[src/rtl/demux_8bit_1x4_reg.sv]
// Registered 1-to-4 demultiplexer with valid/ready handshaking and one holding register per channel.
// Optional per-channel transfer counters are enabled by defining DEMUX_8BIT_XFER_CNT_EN.
module demux_8bit_1x4_reg #(
    parameter int DATA_W = 8,
    parameter int CNT_W  = 16
) (
    input  logic                clk,
    input  logic                rst_n,
    input  logic [DATA_W-1:0]   in_data,
    input  logic [1:0]          in_sel,
    input  logic                in_valid,
    output logic                in_ready,
    output logic [4*DATA_W-1:0] out_data,
    output logic [3:0]          out_valid,
    input  logic [3:0]          out_ready,
    output logic                busy
`ifdef DEMUX_8BIT_XFER_CNT_EN
    ,
    output logic [4*CNT_W-1:0]  xfer_cnt
`endif
);

    localparam logic ST_EMPTY = 1'b0;
    localparam logic ST_FULL  = 1'b1;

    logic [3:0]        state;
    logic [3:0]        load;
    logic [3:0]        drain;
    logic              accept;
    logic [DATA_W-1:0] data_q [4];

    // Only the selected channel's ready bit reaches in_ready, so a stalled
    // consumer cannot hold off words bound elsewhere.
    assign in_ready = (state[in_sel] == ST_EMPTY) || out_ready[in_sel];
    assign accept   = in_valid && in_ready;

    always_comb begin
        // NOTE: every signal written here gets a default first so no latch is inferred.
        load  = '0;
        drain = '0;
        for (int k = 0; k < 4; k++) begin
            load[k]  = accept && (in_sel == 2'(k));
            drain[k] = (state[k] == ST_FULL) && out_ready[k];
        end
    end

    // NOTE: sequential state uses non-blocking assignments so all flops see pre-edge values.
    always_ff @(posedge clk or negedge rst_n) begin
        if (!rst_n) begin
            state <= {4{ST_EMPTY}};
        end else begin
            for (int k = 0; k < 4; k++) begin
                case (state[k])
                    ST_EMPTY: if (load[k])  state[k] <= ST_FULL;
                    ST_FULL:  if (drain[k] && !load[k]) state[k] <= ST_EMPTY;
                    default:  state[k] <= ST_EMPTY;
                endcase
            end
        end
    end

    // NOTE: the holding registers are reset because out_data must read zero after reset;
    // they are otherwise written only on a load and keep their value after draining.
    always_ff @(posedge clk or negedge rst_n) begin
        if (!rst_n) begin
            for (int k = 0; k < 4; k++) data_q[k] <= '0;
        end else begin
            for (int k = 0; k < 4; k++) begin
                if (load[k]) data_q[k] <= in_data;
            end
        end
    end

    for (genvar g = 0; g < 4; g++) begin : g_out
        assign out_data[g*DATA_W +: DATA_W] = data_q[g];
        assign out_valid[g]                 = (state[g] == ST_FULL);
    end

    assign busy = |state;

`ifdef DEMUX_8BIT_XFER_CNT_EN
    logic [CNT_W-1:0] cnt_q [4];

    // Counters saturate at all-ones instead of wrapping.
    always_ff @(posedge clk or negedge rst_n) begin
        if (!rst_n) begin
            for (int k = 0; k < 4; k++) cnt_q[k] <= '0;
        end else begin
            for (int k = 0; k < 4; k++) begin
                if (drain[k] && (cnt_q[k] != '1)) cnt_q[k] <= cnt_q[k] + 1'b1;
            end
        end
    end

    for (genvar g = 0; g < 4; g++) begin : g_cnt
        assign xfer_cnt[g*CNT_W +: CNT_W] = cnt_q[g];
    end
`endif

endmodule

[config.mk]
export PLATFORM = sky130hd
export DESIGN_NAME = demux_8bit_1x4_reg
export DESIGN_NICKNAME = d
export VERILOG_FILES = /design/src/rtl/demux_8bit_1x4_reg.sv
export SDC_FILE = /design/constraint.sdc
export NUM_CORES = 1
export LEC_CHECK = 0
export CAP_MARGIN = 20
export CORE_AREA = 2 2 60 68
export DETAILED_ROUTE_END_ITERATION = 7
export DIE_AREA = 0 0 62 70
export GPL_TIMING_DRIVEN = 0
export PLACE_DENSITY_LB_ADDON = 0.15
export SLEW_MARGIN = 10
export SYNTH_ARGS = -nofsm -noshare
export SYNTH_HDL_FRONTEND = slang
export SYNTH_SLANG_ARGS = --single-unit
export TNS_END_PERCENT = 20
[constraint.sdc]
create_clock -name clk -period 1.8 [get_ports clk]
set_clock_uncertainty 0.1 [all_clocks]
set_input_delay 0.45 -clock clk [delete_from_list [all_inputs] [get_ports clk]]
set_output_delay 0.45 -clock clk [all_outputs]
set_load 0.02 [all_outputs]
======== Word level (Yosys, flattened, before mapping) ========
Index checks and enable logic that the tools add are counted.
W data, S select, Z words.
word-level totals
  flip-flop bits (word level) ............. 36
  input port bits ......................... 17
  output and inout bits ................... 38
  word-level logic and storage cells ...... 50
cells by class
  magnitude comparators ................... 1
  eq/ne operators ......................... 3
  muxes and demuxes ....................... 16
  bitwise gates (word level) .............. 5
  reductions and logical operators ........ 20
operator list
  cell                  number
  $logic_and A1 B1 Y1   13
  $mux W1               10
  $pmux W1 S2           4
  $not A1 Y1            5
  $bmux W1 S2           2
  $eq A2 B2 Y1 const B  2
  $logic_not A1 Y1      4
  $reduce_or A4 Y1      1
  $lt A2 B3 Y1 const B  1
  $eq A2 B1 Y1 const B  1
  $logic_not A2 Y1      1
  $logic_or A1 B1 Y1    1

======== Longest topological paths before layout ========
Gate-level depths: netlist of the first run.
  word-level depth ........................ 10
  mapped depth ............................ 5
  mapped depth without buffers ............ 3

======== Least setup slack after synthesis of the first run ========
No wires, ideal clock.
  path type ............................... in2out
  start ................................... input in_sel[1]
  end ..................................... output in_ready
  arrival time ............................ 1.186 ns
  data required time ...................... 1.250 ns
  setup slack ............................. 0.064 ns
  cell stages on the path ................. 2
  path buffers ............................ 1
  path through ............................ buf_2 > mux4_2
between the ends
  longest elaborated chain between the ends .. 4
  elaborated cells on any way between the ends .. 6
  classes of those cells .................. mux: 4; bitwise: 1; reduce/logical: 1
RTL lines
  what                           RTL line  source
  start: declaration             10        input logic [1:0] in_sel,
  $bmux W1 S2                    34        assign in_ready = (state[in_sel] == ST_EMPTY) || out_ready[in_sel];
  $mux W1 (implied by the code)  34
  $not A1 Y1                     34
  $logic_or A1 B1 Y1 *           34
  end: declaration               12        output logic in_ready,
Every way passes the cells marked *; elsewhere a longest branch is shown, timed or not. The select of a mux whose other input is x is not followed.

======== Worst setup path in the final report of the first run ========
  start ................................... input out_ready[3]
  end ..................................... output in_ready
between the ends
  longest elaborated chain between the ends .. 3
RTL lines
  what                           RTL line  source
  start: declaration             15        input logic [3:0] out_ready,
  $bmux W1 S2                    34
  $mux W1 (implied by the code)  34
  $logic_or A1 B1 Y1             34
Every way passes these cells. The select of a mux whose other input is x is not followed.

==> summary.txt, run 1 <==
Synth Register Bits: 36
Final cycle utilization of the critical path: 1.11
Worst reg2reg endpoint: out_data[9]$_DFFE_PN0P_
First-pass GRT wire length: 5110 um
CTS clock-pin slew for the worst setup and hold paths: 0.07 ns
DR iter-0 viols: 18
Lkg Pwr: 1.11 nW
Fin. max-slew vios: 0
# IOs: 55
RR Startpoint: out_valid[1]$_DFF_PN0_
Max_cap viols: 0
Post-layout min period: 2.00 ns
Sequential share of the synthesized area: 0.639
Clock Path Buffers: 2
Worst-skew pair later-pin latency: 0.29 ns
# hold bufs at CTS: 0
Area Growth Syn to Fin: 54.0%
Final setup viols: 2
Row cnt: 24
Die height: 70 um
Syn_area_per_cell: 15.8 um^2
Post-DP HPWL: 2250 um
Actual slew at the worst max-slew pin: 0.785 ns
Most frequent cells in the layout: dfrtp_1, mux2_2, dlygate4sd2_1, dlymetal6s2s_1, clkdlybuf4s50_1
RSZ-0062 raised after global routing: yes
Die Footprint: 0.00434 mm^2
Initial antenna violation count: 0
Pre-CTS setup slack: -0.798 ns
CP Launch Type: primary input
Post-Syn Area: 0.00141 mm^2
Cell count after synthesis: 89
Power Dens Cells: 1060 mW/mm^2
Crit. End Element: output pin
Final hold viol count: 0
Fmax achieved: 500 MHz
Detailed Route WL: 3280 um
CTS tree: done
Overall power: 2.30 mW
Critical Path AT: 1.45 ns
Largest net degree at the start of global routing: 37
Violated checks: setup timing
Initial Util: 0.375
GPL Wtd Cong: 0.805
Path depth of the worst reg2reg path: 5
Worst Hold Class: in -> async
Total Routing Usage GR: 0.167
P_int: 1.59 mW
Crit path kind: in -> out
Sw frac: 0.309
Root buffer cell: clkbuf_8
Final hold slack: 0.137 ns
Nets@finish: 173
H-tree depth: 2
WL per Instance: 15.8 um
Seq pwr share: 0.455
R2r setup slk: 0.28 ns
Outcome: finished with violations
Final ANT Viol Nets: 0
P_sw: 711 uW
Yosys Warn Count: 0
Syn_nets: 106
Routed vias/inst: 4.72
Finished Core Util: 0.578
Grt ovf: 0
Combinational share of power: 0.317
Ratio of cells with drive above 1 in the final layout: 0.378
Commonest non-fill, non-tap cell in the layout: dfrtp_1
PnR worst setup slack: -0.201 ns
Crit path max fanout: 3
DRC: 0
Worst rel slew slack: 0.477
Clk pwr share: 0.227
Cell variety after synth: 13
DRT Pass-1 Iters: 3
Via Count: 981
Vias in the first global route: 1,064
# clock sinks: 36
Required @ worst endpoint: 1.25 ns
Port Buffer Count: 53
Chip width: 62 um
Peak supply drop: 538 uV
TritonCTS buffer count: 5
CORE AREA: 0.00375 mm^2
# diodes: 0
## power by group through the flow
stage                     registers, mW  clock network [mW]  logic [mW]
after floorplan                    1.26                   0       0.178
after global placement             1.06                   0       0.794
after detailed placement           1.07                   0       0.806
after CTS                          1.05               0.550       0.746
after global routing               1.07               0.585       0.774
final                              1.05               0.523       0.729
## kinds of logic (layout without fill, tap and decap cells)
kind of cell,after synthesis,in the layout,share of synthesized area
AOI/OAI and AO/OA,1,1,0.00355
buffers and inverters,3,70,0.0107
DFF,36,36,0.639
muxes,33,33,0.272
and+or+nand+nor,16,16,0.0746
## synth_stat cells
| master | instances | area share |
|---|---|---|
| mux2_2 | 32 | 0.26 |
| o21ai_0 | 1 | 0.0035 |
| buf_2 | 3 | 0.011 |
| mux4_2 | 1 | 0.016 |
| or4_1 | 1 | 0.0053 |
| nand2_1 | 5 | 0.013 |
| nor2b_1 | 2 | 0.0089 |
| dfrtp_1 | 36 | 0.64 |
| nor3b_4 | 1 | 0.013 |
| nand2b_1 | 4 | 0.018 |
| nand3b_2 | 1 | 0.0080 |
| nand3_1 | 1 | 0.0035 |
| and3_1 | 1 | 0.0044 |
## how the worst max path moves through the flow
| stage | startpoint | end | slack (ns) | cells past startpoint |
|---|---|---|---|---|
| global route | out_valid[0]$_DFF_PN0_ | in_ready | -0.24 | 4 |
| global placement | out_ready[0] | in_ready | -0.80 | 4 |
| finish | out_ready[3] | in_ready | -0.20 | 4 |
| detailed placement | out_ready[0] | in_ready | -0.80 | 4 |
| floorplan | in_sel[1] | in_ready | 0.06 | 2 |
| CTS | out_ready[3] | in_ready | -0.20 | 4 |
## timing repair
item | 4_1_cts | 5_1_grt
setup endpoints to repair | 42 | 23
buffers inserted | 6 | 1
pin swaps | 1 | 0
resized for setup | 45 | 16
## metal layers
| layer | up-vias | track usage | share of wire | routed length [um] |
|---|---|---|---|---|
| li1 | 445 | - | - | - |
| met4 | 0 | 0.0638 | 0.011 | 35 |
| met3 | 4 | 0.0685 | 0.067 | 220 |
| met2 | 37 | 0.272 | 0.52 | 1690 |
| met5 | - | 0 | 0 | 0 |
| met1 | 495 | 0.188 | 0.41 | 1330 |
## final cells by class
type	count	area, um^2
Timing Repair Buffer	60	572
Buffer	3	23.8
Tap cell	52	65.1
Clock inverter	1	5.00
Clock buffer	6	72.6
Sequential cell	36	901
Fill cell	352	1580
Multi-Input combinational cell	50	531
## state kept, by name (all words and copies together), names as in the netlist
signal / count
out_data: 32
out_valid: 4
## worst max-delay path, stage by stage
cell and delay, ns:
dlygate4sd2_1 0.24, nand2b_4 0.14, mux4_2 0.47, buf_6 0.15
## per-stage QoR
step	area, um^2	cells	TNS [ns]
finish	2170	208	-0.321
global route	2170	208	-0.517
CTS	2120	207	-0.345
detailed placement	2000	194	-12.01
global placement	2000	194	-32.40
floorplan	1410	89	0
Power figures use the tool's default switching activity.
==> run 2: changes to the inputs <==
clock period = 2.2 ns   (was 1.8 ns; I/O delays follow)
==> summary.txt, run 2 (synthesis gave the netlist of run 1 again) <==
PnR worst setup slack: 0.0193 ns (+0.221 ns)
CP Launch Type: primary input
Seq pwr share: 0.443 (-0.012)
TritonCTS buffer count: 5 (unchanged)
Initial Util: 0.375 (unchanged)
Overall power: 1.95 mW (-15%)
Via Count: 961 (-2.0%)
Die height: 70 um (unchanged)
Worst rel slew slack: 0.477 (+0.000864)
Combinational share of power: 0.337 (+0.020)
Max_cap viols: 0 (unchanged)
Detailed Route WL: 3220 um (-1.8%)
Initial antenna violation count: 0 (unchanged)
P_int: 1.36 mW (-14%)
Clk pwr share: 0.220 (-0.007)
Row cnt: 24 (unchanged)
Max reg flops: 32 (unchanged)
# clock sinks: 36 (unchanged)
# hold bufs at CTS: 0 (unchanged)
GPL Wtd Cong: 0.805 (unchanged)
Clock Path Buffers: 2 (unchanged)
Routed vias/inst: 4.71 (-0.12%)
Post-layout min period: 2.18 ns
WL per Instance: 15.8 um (+0.16%)
Fmax achieved: 459 MHz
Worst Hold Class: in -> async
RSZ-0062 raised after global routing: no
CP peak stage delay: 0.46 ns (about the same)
Final cycle utilization of the critical path: 0.991
DP Cell Count: 194 (unchanged)
# diodes: 0 (unchanged)
Crit path max fanout: 2 (-1)
P_sw: 587 uW (-17%)
Critical Path AT: 1.53 ns (+0.08 ns)
Sequence of cells on the critical path: dlygate4sd2_1, nand2b_4, mux4_2, buf_6
First-pass GRT wire length: 5110 um (unchanged)
Lkg Pwr: 0.916 nW (-17%)
CTS clock-pin slew for the worst setup and hold paths: 0.07 ns (about the same)
Commonest non-fill, non-tap cell in the layout: clkdlybuf4s50_1
DRC: 0 (unchanged)
Grt ovf: 0 (unchanged)
Power Dens Cells: 918 mW/mm^2 (-13%)
DRT Pass-1 Iters: 3 (unchanged)
Total Routing Usage GR: 0.167 (unchanged)
Chip width: 62 um (unchanged)
Port Buffer Count: 53 (unchanged)
Peak supply drop: 455 uV (-15%)
Die Footprint: 0.00434 mm^2 (unchanged)
Vias in the first global route: 1,061 (-0.28%)
Root buffer cell: clkbuf_8
# IOs: 55 (unchanged)
Crit path kind: in -> out
R2r setup slk: 0.50 ns (+0.22 ns)
CORE AREA: 0.00375 mm^2 (unchanged)
Most frequent cells in the layout: clkdlybuf4s50_1, dfrtp_1, mux2_2, nand2_1, clkbuf_8
DR iter-0 viols: 15 (-3)
Ratio of cells with drive above 1 in the final layout: 0.355 (-0.0229)
Area Growth Syn to Fin: 50.6%
Crit. End Element: output pin
Pre-CTS setup slack: -0.598 ns (+0.200 ns)
Outcome: complete, no violations
Post-DP HPWL: 2250 um (unchanged)
Nets@finish: 169 (-2.3%)
Final ANT Viol Nets: 0 (unchanged)
Final hold viol count: 0 (unchanged)
Largest net degree at the start of global routing: 37 (unchanged)
H-tree depth: 2 (unchanged)
CP max stage cell: mux4_2
CTS tree: done
Required @ worst endpoint: 1.55 ns (+0.30 ns)
Worst-skew pair later-pin latency: 0.29 ns (about the same)
Sw frac: 0.301 (-0.00815)
Layout Cells excl Fill: 204 (-1.9%)
Fin. max-slew vios: 0 (unchanged)
Actual slew at the worst max-slew pin: 0.784 ns (-0.00130 ns)
Final setup viols: 0 (-2)
[run 2: through the flow]
stage	cell area [um^2]	util	hold slack, ns	setup TNS (ns)
global route	2120	0.565	0.293	0
finish	2120	0.565	0.235	0
global placement	2000	0.534	0.388	-12.47
floorplan	1410	-	0.154	0
CTS	2130	0.566	0.261	0
detailed placement	2000	0.533	0.395	-2.49
[run 2: layout make-up]
cell class | count | area [um^2]
clock buffers | 6 | 72.6
flip-flops and latches | 36 | 901
repair buffers | 56 | 541
plain buffers | 3 | 15.0
clock inverters | 1 | 5.00
multi-input cells | 50 | 523
well taps | 52 | 65.1
fillers | 343 | 1630
[run 2: worst max-delay path, delay by kind of cell]
| family | cells | cell delay [ns] |
|---|---|---|
| muxes | 1 | 0.46 |
| buffers and inverters | 2 | 0.39 |
| and+or+nand+nor | 1 | 0.14 |
[run 2: worst paths after layout]
check / start / end / cells past startpoint
worst max-delay path: out_ready[2] / in_ready / 4
worst min-delay path: rst_n / out_valid[0]$_DFF_PN0_ / 1
worst max register to register: out_valid[1]$_DFF_PN0_ / out_data[9]$_DFFE_PN0P_ / 4
worst min register to register: out_data[13]$_DFFE_PN0P_ / out_data[13]$_DFFE_PN0P_ / 1
max in group asynchronous: rst_n / out_data[31]$_DFFE_PN0P_ / 1
min in group clk: out_data[13]$_DFFE_PN0P_ / out_data[13]$_DFFE_PN0P_ / 1
[run 2: repair_timing]
item	in CTS	in global routing
endpoints found under the setup margin	2	2
hold endpoints to repair	0	0
resized for setup	18	2
buffers inserted	3	0
[run 2: power by group through the flow]
stage | clock (mW) | combinational, mW | sequential [mW]
after floorplan | 0 | 0.145 | 1.03
after global placement | 0 | 0.650 | 0.866
after detailed placement | 0 | 0.660 | 0.874
after CTS | 0.450 | 0.667 | 0.866
after global routing | 0.479 | 0.694 | 0.881
final | 0.429 | 0.656 | 0.863
[run 2: routing by layer]
metal,GRT usage,up-vias,share of wire
met5,0,-,0
met4,0.0638,0,0.011
met3,0.0704,4,0.078
met2,0.270,36,0.51
met1,0.189,482,0.40
li1,-,439,-
